$ cat src/rtl/mac4591_acc_if.sv
// Beat/result bus of the 4591 multiply-accumulate block. The input beat and
// result handshakes share one bundle; the accumulator takes the slave side.
interface mac4591_acc_if #(
  parameter int ACC_W = 28,
  parameter int CNT_W = 10
);
  logic                    In_valid;
  logic                    In_ready;
  logic signed [12:0]      In_a;
  logic signed [12:0]      In_b;
  logic                    In_first;
  logic                    In_last;
  logic                    Out_valid;
  logic                    Out_ready;
  logic signed [ACC_W-1:0] Out_sum;
  logic [CNT_W-1:0]        Out_count;
  logic                    Out_ovf;

  modport master (
    output In_valid, In_a, In_b, In_first, In_last, Out_ready,
    input  In_ready, Out_valid, Out_sum, Out_count, Out_ovf
  );

  modport slave (
    input  In_valid, In_a, In_b, In_first, In_last, Out_ready,
    output In_ready, Out_valid, Out_sum, Out_count, Out_ovf
  );
endinterface

$ cat src/rtl/mac4591_acc.sv
// Signed dot-product accumulator: registered product stage, wrapping accumulate
// stage, and a held result that blocks new beats until it is taken.
module mac4591_acc #(
  parameter int ACC_W = 28,
  parameter int CNT_W = 10
) (
  input  logic Clk,
  input  logic Reset,
  mac4591_acc_if.slave Bus,
  output logic Err
);
  typedef enum logic [1:0] {IDLE, ACCUM, HOLD} state_t;

  state_t stateReg, stateNext;
  logic accept, effFirst, errSet, handshake;

  logic signed [25:0]      prodReg;
  logic                    prodValidReg, prodFirstReg, prodLastReg;
  logic signed [ACC_W-1:0] accReg;
  logic [CNT_W-1:0]        cntReg, cntNext;
  logic                    ovfReg, ovfNext;
  logic signed [ACC_W:0]   sumWide;

  logic                    outValidReg, outOvfReg, errReg;
  logic signed [ACC_W-1:0] outSumReg;
  logic [CNT_W-1:0]        outCountReg;

  assign accept    = Bus.In_valid & Bus.In_ready;
  assign handshake = outValidReg & Bus.Out_ready;

  always_comb begin
    stateNext    = stateReg;
    Bus.In_ready = 1'b1;
    effFirst     = Bus.In_first;
    errSet       = 1'b0;
    case (stateReg)
      IDLE: begin
        // A stray continuation beat with nothing open starts a new sequence.
        effFirst = 1'b1;
        errSet   = accept & ~Bus.In_first;
        if (accept) stateNext = Bus.In_last ? HOLD : ACCUM;
      end
      ACCUM: begin
        errSet = accept & Bus.In_first;
        if (accept) stateNext = Bus.In_last ? HOLD : ACCUM;
      end
      HOLD: begin
        Bus.In_ready = 1'b0;
        if (handshake) stateNext = IDLE;
      end
      default: stateNext = IDLE;
    endcase
  end

  always_comb begin
    sumWide = (prodFirstReg ? '0 : {accReg[ACC_W-1], accReg})
            + {{(ACC_W-25){prodReg[25]}}, prodReg};
    ovfNext = (prodFirstReg ? 1'b0 : ovfReg) | (sumWide[ACC_W] ^ sumWide[ACC_W-1]);
    if (prodFirstReg)  cntNext = CNT_W'(1);
    else if (&cntReg)  cntNext = cntReg;
    else               cntNext = cntReg + 1'b1;
  end

  always_ff @(posedge Clk) begin
    if (!Reset) begin
      stateReg     <= IDLE;
      prodReg      <= '0;
      prodValidReg <= 1'b0;
      prodFirstReg <= 1'b0;
      prodLastReg  <= 1'b0;
      accReg       <= '0;
      cntReg       <= '0;
      ovfReg       <= 1'b0;
      outValidReg  <= 1'b0;
      outSumReg    <= '0;
      outCountReg  <= '0;
      outOvfReg    <= 1'b0;
      errReg       <= 1'b0;
    end else begin
      stateReg     <= stateNext;
      prodValidReg <= accept;
      if (accept) begin
        prodReg      <= Bus.In_a * Bus.In_b;
        prodFirstReg <= effFirst;
        prodLastReg  <= Bus.In_last;
      end
      if (prodValidReg) begin
        accReg <= sumWide[ACC_W-1:0];
        cntReg <= cntNext;
        ovfReg <= ovfNext;
      end
      // HOLD blocks new beats, so a new result never collides with a pending one.
      if (prodValidReg && prodLastReg) begin
        outValidReg <= 1'b1;
        outSumReg   <= sumWide[ACC_W-1:0];
        outCountReg <= cntNext;
        outOvfReg   <= ovfNext;
      end else if (handshake) begin
        outValidReg <= 1'b0;
      end
      if (errSet) errReg <= 1'b1;
    end
  end

  assign Bus.Out_valid = outValidReg;
  assign Bus.Out_sum   = outSumReg;
  assign Bus.Out_count = outCountReg;
  assign Bus.Out_ovf   = outOvfReg;
  assign Err           = errReg;
endmodule

$ cat src/flat_wrapper.sv
// flat-port wrapper written by rule: the top's interface ports become plain ports
module mac4591_acc_flat 
#(
  parameter int ACC_W = 28,
  parameter int CNT_W = 10
)
  (Clk, Reset, Err, Bus_In_valid, Bus_In_a, Bus_In_b, Bus_In_first, Bus_In_last, Bus_Out_ready, Bus_In_ready, Bus_Out_valid, Bus_Out_sum, Bus_Out_count, Bus_Out_ovf);
  mac4591_acc_if #(.ACC_W(ACC_W), .CNT_W(CNT_W)) Bus_i ();
  input  logic Clk;
  input  logic Reset;
  output logic Err;
  input wire logic [$bits(Bus_i.In_valid)-1:0] Bus_In_valid;
  input wire logic [$bits(Bus_i.In_a)-1:0] Bus_In_a;
  input wire logic [$bits(Bus_i.In_b)-1:0] Bus_In_b;
  input wire logic [$bits(Bus_i.In_first)-1:0] Bus_In_first;
  input wire logic [$bits(Bus_i.In_last)-1:0] Bus_In_last;
  input wire logic [$bits(Bus_i.Out_ready)-1:0] Bus_Out_ready;
  output wire logic [$bits(Bus_i.In_ready)-1:0] Bus_In_ready;
  output wire logic [$bits(Bus_i.Out_valid)-1:0] Bus_Out_valid;
  output wire logic [$bits(Bus_i.Out_sum)-1:0] Bus_Out_sum;
  output wire logic [$bits(Bus_i.Out_count)-1:0] Bus_Out_count;
  output wire logic [$bits(Bus_i.Out_ovf)-1:0] Bus_Out_ovf;
  assign Bus_i.In_valid = Bus_In_valid;
  assign Bus_i.In_a = Bus_In_a;
  assign Bus_i.In_b = Bus_In_b;
  assign Bus_i.In_first = Bus_In_first;
  assign Bus_i.In_last = Bus_In_last;
  assign Bus_i.Out_ready = Bus_Out_ready;
  assign Bus_In_ready = Bus_i.In_ready;
  assign Bus_Out_valid = Bus_i.Out_valid;
  assign Bus_Out_sum = Bus_i.Out_sum;
  assign Bus_Out_count = Bus_i.Out_count;
  assign Bus_Out_ovf = Bus_i.Out_ovf;
  mac4591_acc #(.ACC_W(ACC_W), .CNT_W(CNT_W)) u_core (.Clk(Clk), .Reset(Reset), .Bus(Bus_i), .Err(Err));
endmodule
$ cat config.mk
export PLATFORM = sky130hd
export DESIGN_NAME = mac4591_acc_flat
export DESIGN_NICKNAME = d
export VERILOG_FILES = /design/src/rtl/mac4591_acc_if.sv /design/src/rtl/mac4591_acc.sv /design/src/flat_wrapper.sv
export SDC_FILE = /design/constraint.sdc
export NUM_CORES = 1
export LEC_CHECK = 0
export BUFFER_PORTS_ARGS = -buffer_cell sky130_fd_sc_hd__buf_2
export CORE_ASPECT_RATIO = 1.4
export CORE_MARGIN = 2
export CORE_UTILIZATION = 45
export CTS_BUF_LIST = sky130_fd_sc_hd__clkbuf_4
export CTS_CLUSTER_SIZE = 25
export DETAILED_ROUTE_END_ITERATION = 7
export GPL_TIMING_DRIVEN = 0
export PLACE_DENSITY_LB_ADDON = 0.1
export SETUP_SLACK_MARGIN = 0.15
export SLEW_MARGIN = 20
export SYNTH_ARGS = -nofsm -noshare
export SYNTH_HDL_FRONTEND = slang
export SYNTH_SLANG_ARGS = --single-unit
$ cat constraint.sdc
create_clock -name Clk -period 8.2 [get_ports Clk]
set_input_delay 0.41 -clock Clk [delete_from_list [all_inputs] [get_ports Clk]]
set_output_delay 0.41 -clock Clk [all_outputs]
set_load 0.02 [all_outputs]
==> flow_summary.toml <==
[placement]
gp_congestion = 0.919
pre_cts_ws_ns = 1.68
dpl.hpwl_um = 27700
io_buffer_count = 72

[setup_path]
slowest_stage_cell_crit_path = "sky130_fd_sc_hd__fa_1"
worst_setup_path_end_kind = "flip-flop"
crit_start = "Bus_In_a[7]"
worstPathRequired_ns = 8.60
critical_path_arrival_ns = 6.38
crit_path_frequent_cell = "sky130_fd_sc_hd__fa_1"
cp_slowest_stage_delay_ns = 0.56
critical_path.reg2reg.startpoint = "u_core.prodFirstReg"
crit_chain = "buf_2 -> clkbuf_1 -> nand2_1 -> fa_1 -> fa_1 -> inv_1 -> fa_1 -> fa_1 -> fa_1 -> fa_1 -> ha_1 -> o21a_1 -> nor2_1 -> o31a_1 -> a31oi_4 -> a311o_1 -> a2111oi_4 -> o221ai_1 -> o311a_1"
crit_type = "primary input to flip-flop"
cp-start-kind = "primary input"
crit_fanout = 10

[timing]
finalClockSkew_ns = 0.0286
tns_ns = 0
final-max-slew-violation-count = 0
fin_hold_ws_ns = 0.199
final.setup.worst_slack_ns = 2.22
grt_setup_unrepaired = "no"
post-route-period-util = 0.729
setup-violations-final = 0
final-hold-violation-count = 0
tightestPinTransition_ns = 0.944
f_max_ghz = 0.167
timing.slew.headroom = 0.371
post-route-min-period_ns = 5.98

[clock_network]
ctsLongestPathBuffers = 2
cts.clk_slew.worst_paths_ns = 0.18
clock_latency_ns = 0.50
cts_tree = "done"
postCtsResizedCells = 0
clock-sinks = 111
htree_num_levels = 3
cts_setup_buffers = 0
holdBufCountCts = 0
clk_root_buffer_cell = "sky130_fd_sc_hd__clkbuf_4"
cts_made_buffers = 9

[synthesis]
synth_cells = 1432
synthesis.yosys.warnings = 0
synth-seq-area-share = 0.180
synth_async_sr_flop_share = 0
synth.lib_cells_used.distinct = 73
synth_seq_cells = 111
yosys.area.top_type_share = 0.265
synth.area.top_cells = "sky130_fd_sc_hd__fa_1, sky130_fd_sc_hd__dfxtp_1, sky130_fd_sc_hd__ha_1, sky130_fd_sc_hd__inv_1, sky130_fd_sc_hd__nand2_1"
synth_enable_flop_cells = 0
mappedNetlistNets = 1723
synth_area_leader_cell = "sky130_fd_sc_hd__fa_1"
flip_flop_cell_with_the_highest_count_after_synthesis = "sky130_fd_sc_hd__dfxtp_1"
synth.avg_cell_area_um2 = 8.60
synth.cell_area_um2 = 12300

[finish]
areaGrowthSynthToFinish_pct = 7.86
drive_above_1_share = 0.0730
nNetsFinal = 1806
seq_area_um2 = 2220
postLayoutCoreUtil = 0.494
final.fill_count = 2730
multiInputGateArea_um2 = 9120

[floorplan]
dieWidth_um = 144
core_region_area_um2 = 26900
placement_rows = 71
num_io_pins = 74
die_h_um = 200
design.die.area_um2 = 28700
initial_core_util = 0.458

[power]
p_sw_frac = 0.486
combinational_fraction_of_design_power = 0.809
ir_worst_vdd_mv = 0.248
netSwitchingPower_mw = 2.38
power.share.clock = 0.061
power_density_nw_per_um2 = 368
design_power_total_mw = 4.89
power.static_leakage_nw = 6.11
cell_internal_pwr_mw = 2.51
power.share.sequential = 0.130

[grt]
grt_antenna_before_repair = 1
grt-busiest-layer = "met2"
gr-usage-met3 = 0.0136
met1_usage = 0.279
wire_length_of_the_first_global_routing_pass_um = 53400
use_met2 = 0.455
groute.usage.overall = 0.240
grt_max_degree = 19
first_global_vias = 10300
global_route_congestion_overflow_total = 0

[routing]
dr.first_iter.drc_count = 320
route.detailed.wl_per_inst_um = 17.3
first_pass_iters = 4
drc_errors = 0
wirelength_um = 32700
post_drt_via_cell_ratio = 5.18
detailroute.via_count = 9763
detail-route-antenna-nets = 0

[run]
max_cap_viol_count = 0

[hold_path]
min_path_type = "primary input to flip-flop"
hold_path_startpoint = "Bus_In_last"

[run_status]
run_status = "finished clean"
==> worst max-delay path, delay by kind of cell <==
kind | cells | cell delay (ns)
buffers and inverters | 3 | 0.67
AO/OA/AOI/OAI | 7 | 1.64
adder cells (fa/ha/maj) | 7 | 3.32
AND/OR/NAND/NOR | 2 | 0.32
==> state kept, by name, summed over array words and instances (netlist names) <==
signal / cells
u_core.ovfReg: 1
u_core.prodFirstReg: 1
u_core.prodReg: 26
u_core.Bus.Out_sum: 28
u_core.stateReg: 2
u_core.prodLastReg: 1
u_core.Bus.Out_valid: 1
u_core.prodValidReg: 1
u_core.Bus.Out_count: 10
u_core.Bus.Out_ovf: 1
u_core.Err: 1
u_core.accReg: 28
u_core.cntReg: 10
==> logic make-up after synthesis <==
kind of cell | share of synthesized area
simple gates | 0.196
xor+xnor | 0.0370
compound gates | 0.124
buf+inv | 0.0792
fa+ha+maj | 0.362
flops | 0.180
mux | 0.0204
==> cell usage in the layout, fill, tap and decap left out, drive strengths merged, types with 3 or more instances in the layout <==
cell type	n
nand3b	6
a211oi	16
xor2	19
o21bai	8
ha	96
xnor2	33
nor2	81
or2	3
a21o	16
nand2b	10
a21boi	3
nor3	11
o211ai	8
o21a	10
a31oi	10
nand3	29
a21oi	90
o2111ai	3
mux2i	24
nor2b	34
nand2	189
fa	163
clkbuf	70
buf	82
inv	192
nand4	3
dfxtp	111
and2	92
or3	8
nor3b	3
and3	7
o21ai	45
nand4b	7
==> cell type report <==
cell class | instances | area share
sequential | 111 | 0.167
clock inverter | 5 | 0.00499
antenna | 1 | 0.000188
multi-input combinational | 1062 | 0.686
tap | 365 | 0.0344
inverter | 190 | 0.0537
buffer | 69 | 0.0198
timing repair buffer | 72 | 0.0271
clock buffer | 11 | 0.00621
==> synthesized netlist by cell type, types with 3 or more instances <==
master / count
sky130_fd_sc_hd__buf_1: 7
sky130_fd_sc_hd__fa_1: 163
sky130_fd_sc_hd__o21a_1: 10
sky130_fd_sc_hd__dfxtp_1: 111
sky130_fd_sc_hd__xnor2_1: 33
sky130_fd_sc_hd__a211oi_1: 13
sky130_fd_sc_hd__xor2_1: 19
sky130_fd_sc_hd__a31oi_1: 9
sky130_fd_sc_hd__o21bai_1: 8
sky130_fd_sc_hd__nor3_1: 11
sky130_fd_sc_hd__nor2b_1: 34
sky130_fd_sc_hd__nand3b_1: 6
sky130_fd_sc_hd__o211ai_1: 8
sky130_fd_sc_hd__and3_1: 6
sky130_fd_sc_hd__nand2_1: 189
sky130_fd_sc_hd__buf_2: 3
sky130_fd_sc_hd__nor2_1: 81
sky130_fd_sc_hd__and2_1: 91
sky130_fd_sc_hd__a211oi_2: 3
sky130_fd_sc_hd__nand3_1: 28
sky130_fd_sc_hd__inv_1: 190
sky130_fd_sc_hd__or3_1: 7
sky130_fd_sc_hd__a21o_1: 16
sky130_fd_sc_hd__clkbuf_1: 59
sky130_fd_sc_hd__nand4b_1: 7
sky130_fd_sc_hd__a21boi_0: 3
sky130_fd_sc_hd__a21oi_1: 88
sky130_fd_sc_hd__nand4_1: 3
sky130_fd_sc_hd__o21ai_0: 41
sky130_fd_sc_hd__ha_1: 96
sky130_fd_sc_hd__mux2i_1: 24
sky130_fd_sc_hd__nand2b_1: 10
==> power by group through the flow <==
stage	clock (mW)	sequential (mW)	combinational, mW
floorplan	0	0.633	3.25
global placement	0	0.644	3.96
detailed placement	0	0.645	3.99
CTS	0.307	0.633	4.03
global route	0.323	0.639	4.53
finish	0.298	0.634	3.96
==> final timing paths <==
path / slack [ns] / cells past startpoint / to
setup / recovery: 2.22 / 19 / u_core.prodReg[25]
hold / removal: 0.20 / 3 / u_core.prodLastReg
setup reg to reg: 4.05 / 13 / u_core.Bus.Out_ovf
hold reg to reg: 0.46 / 2 / u_core.Bus.Out_sum[4]
==> through the flow <==
stage                     instances  cell area [µm²]
after CTS                      1885            13300
after global routing           1886            13300
after global placement         1869            13100
final                          1886            13300
after floorplan                1432            12300
after detailed placement       1869            13100
==> per-layer routing <==
layer | vias to the layer above | part of all wire
li1 | 4782 | -
met1 | 4753 | 0.41
met2 | 178 | 0.53
met3 | 50 | 0.026
met4 | 0 | 0.039
met5 | - | 0
Note: power is estimated with default switching activity, not from simulation.
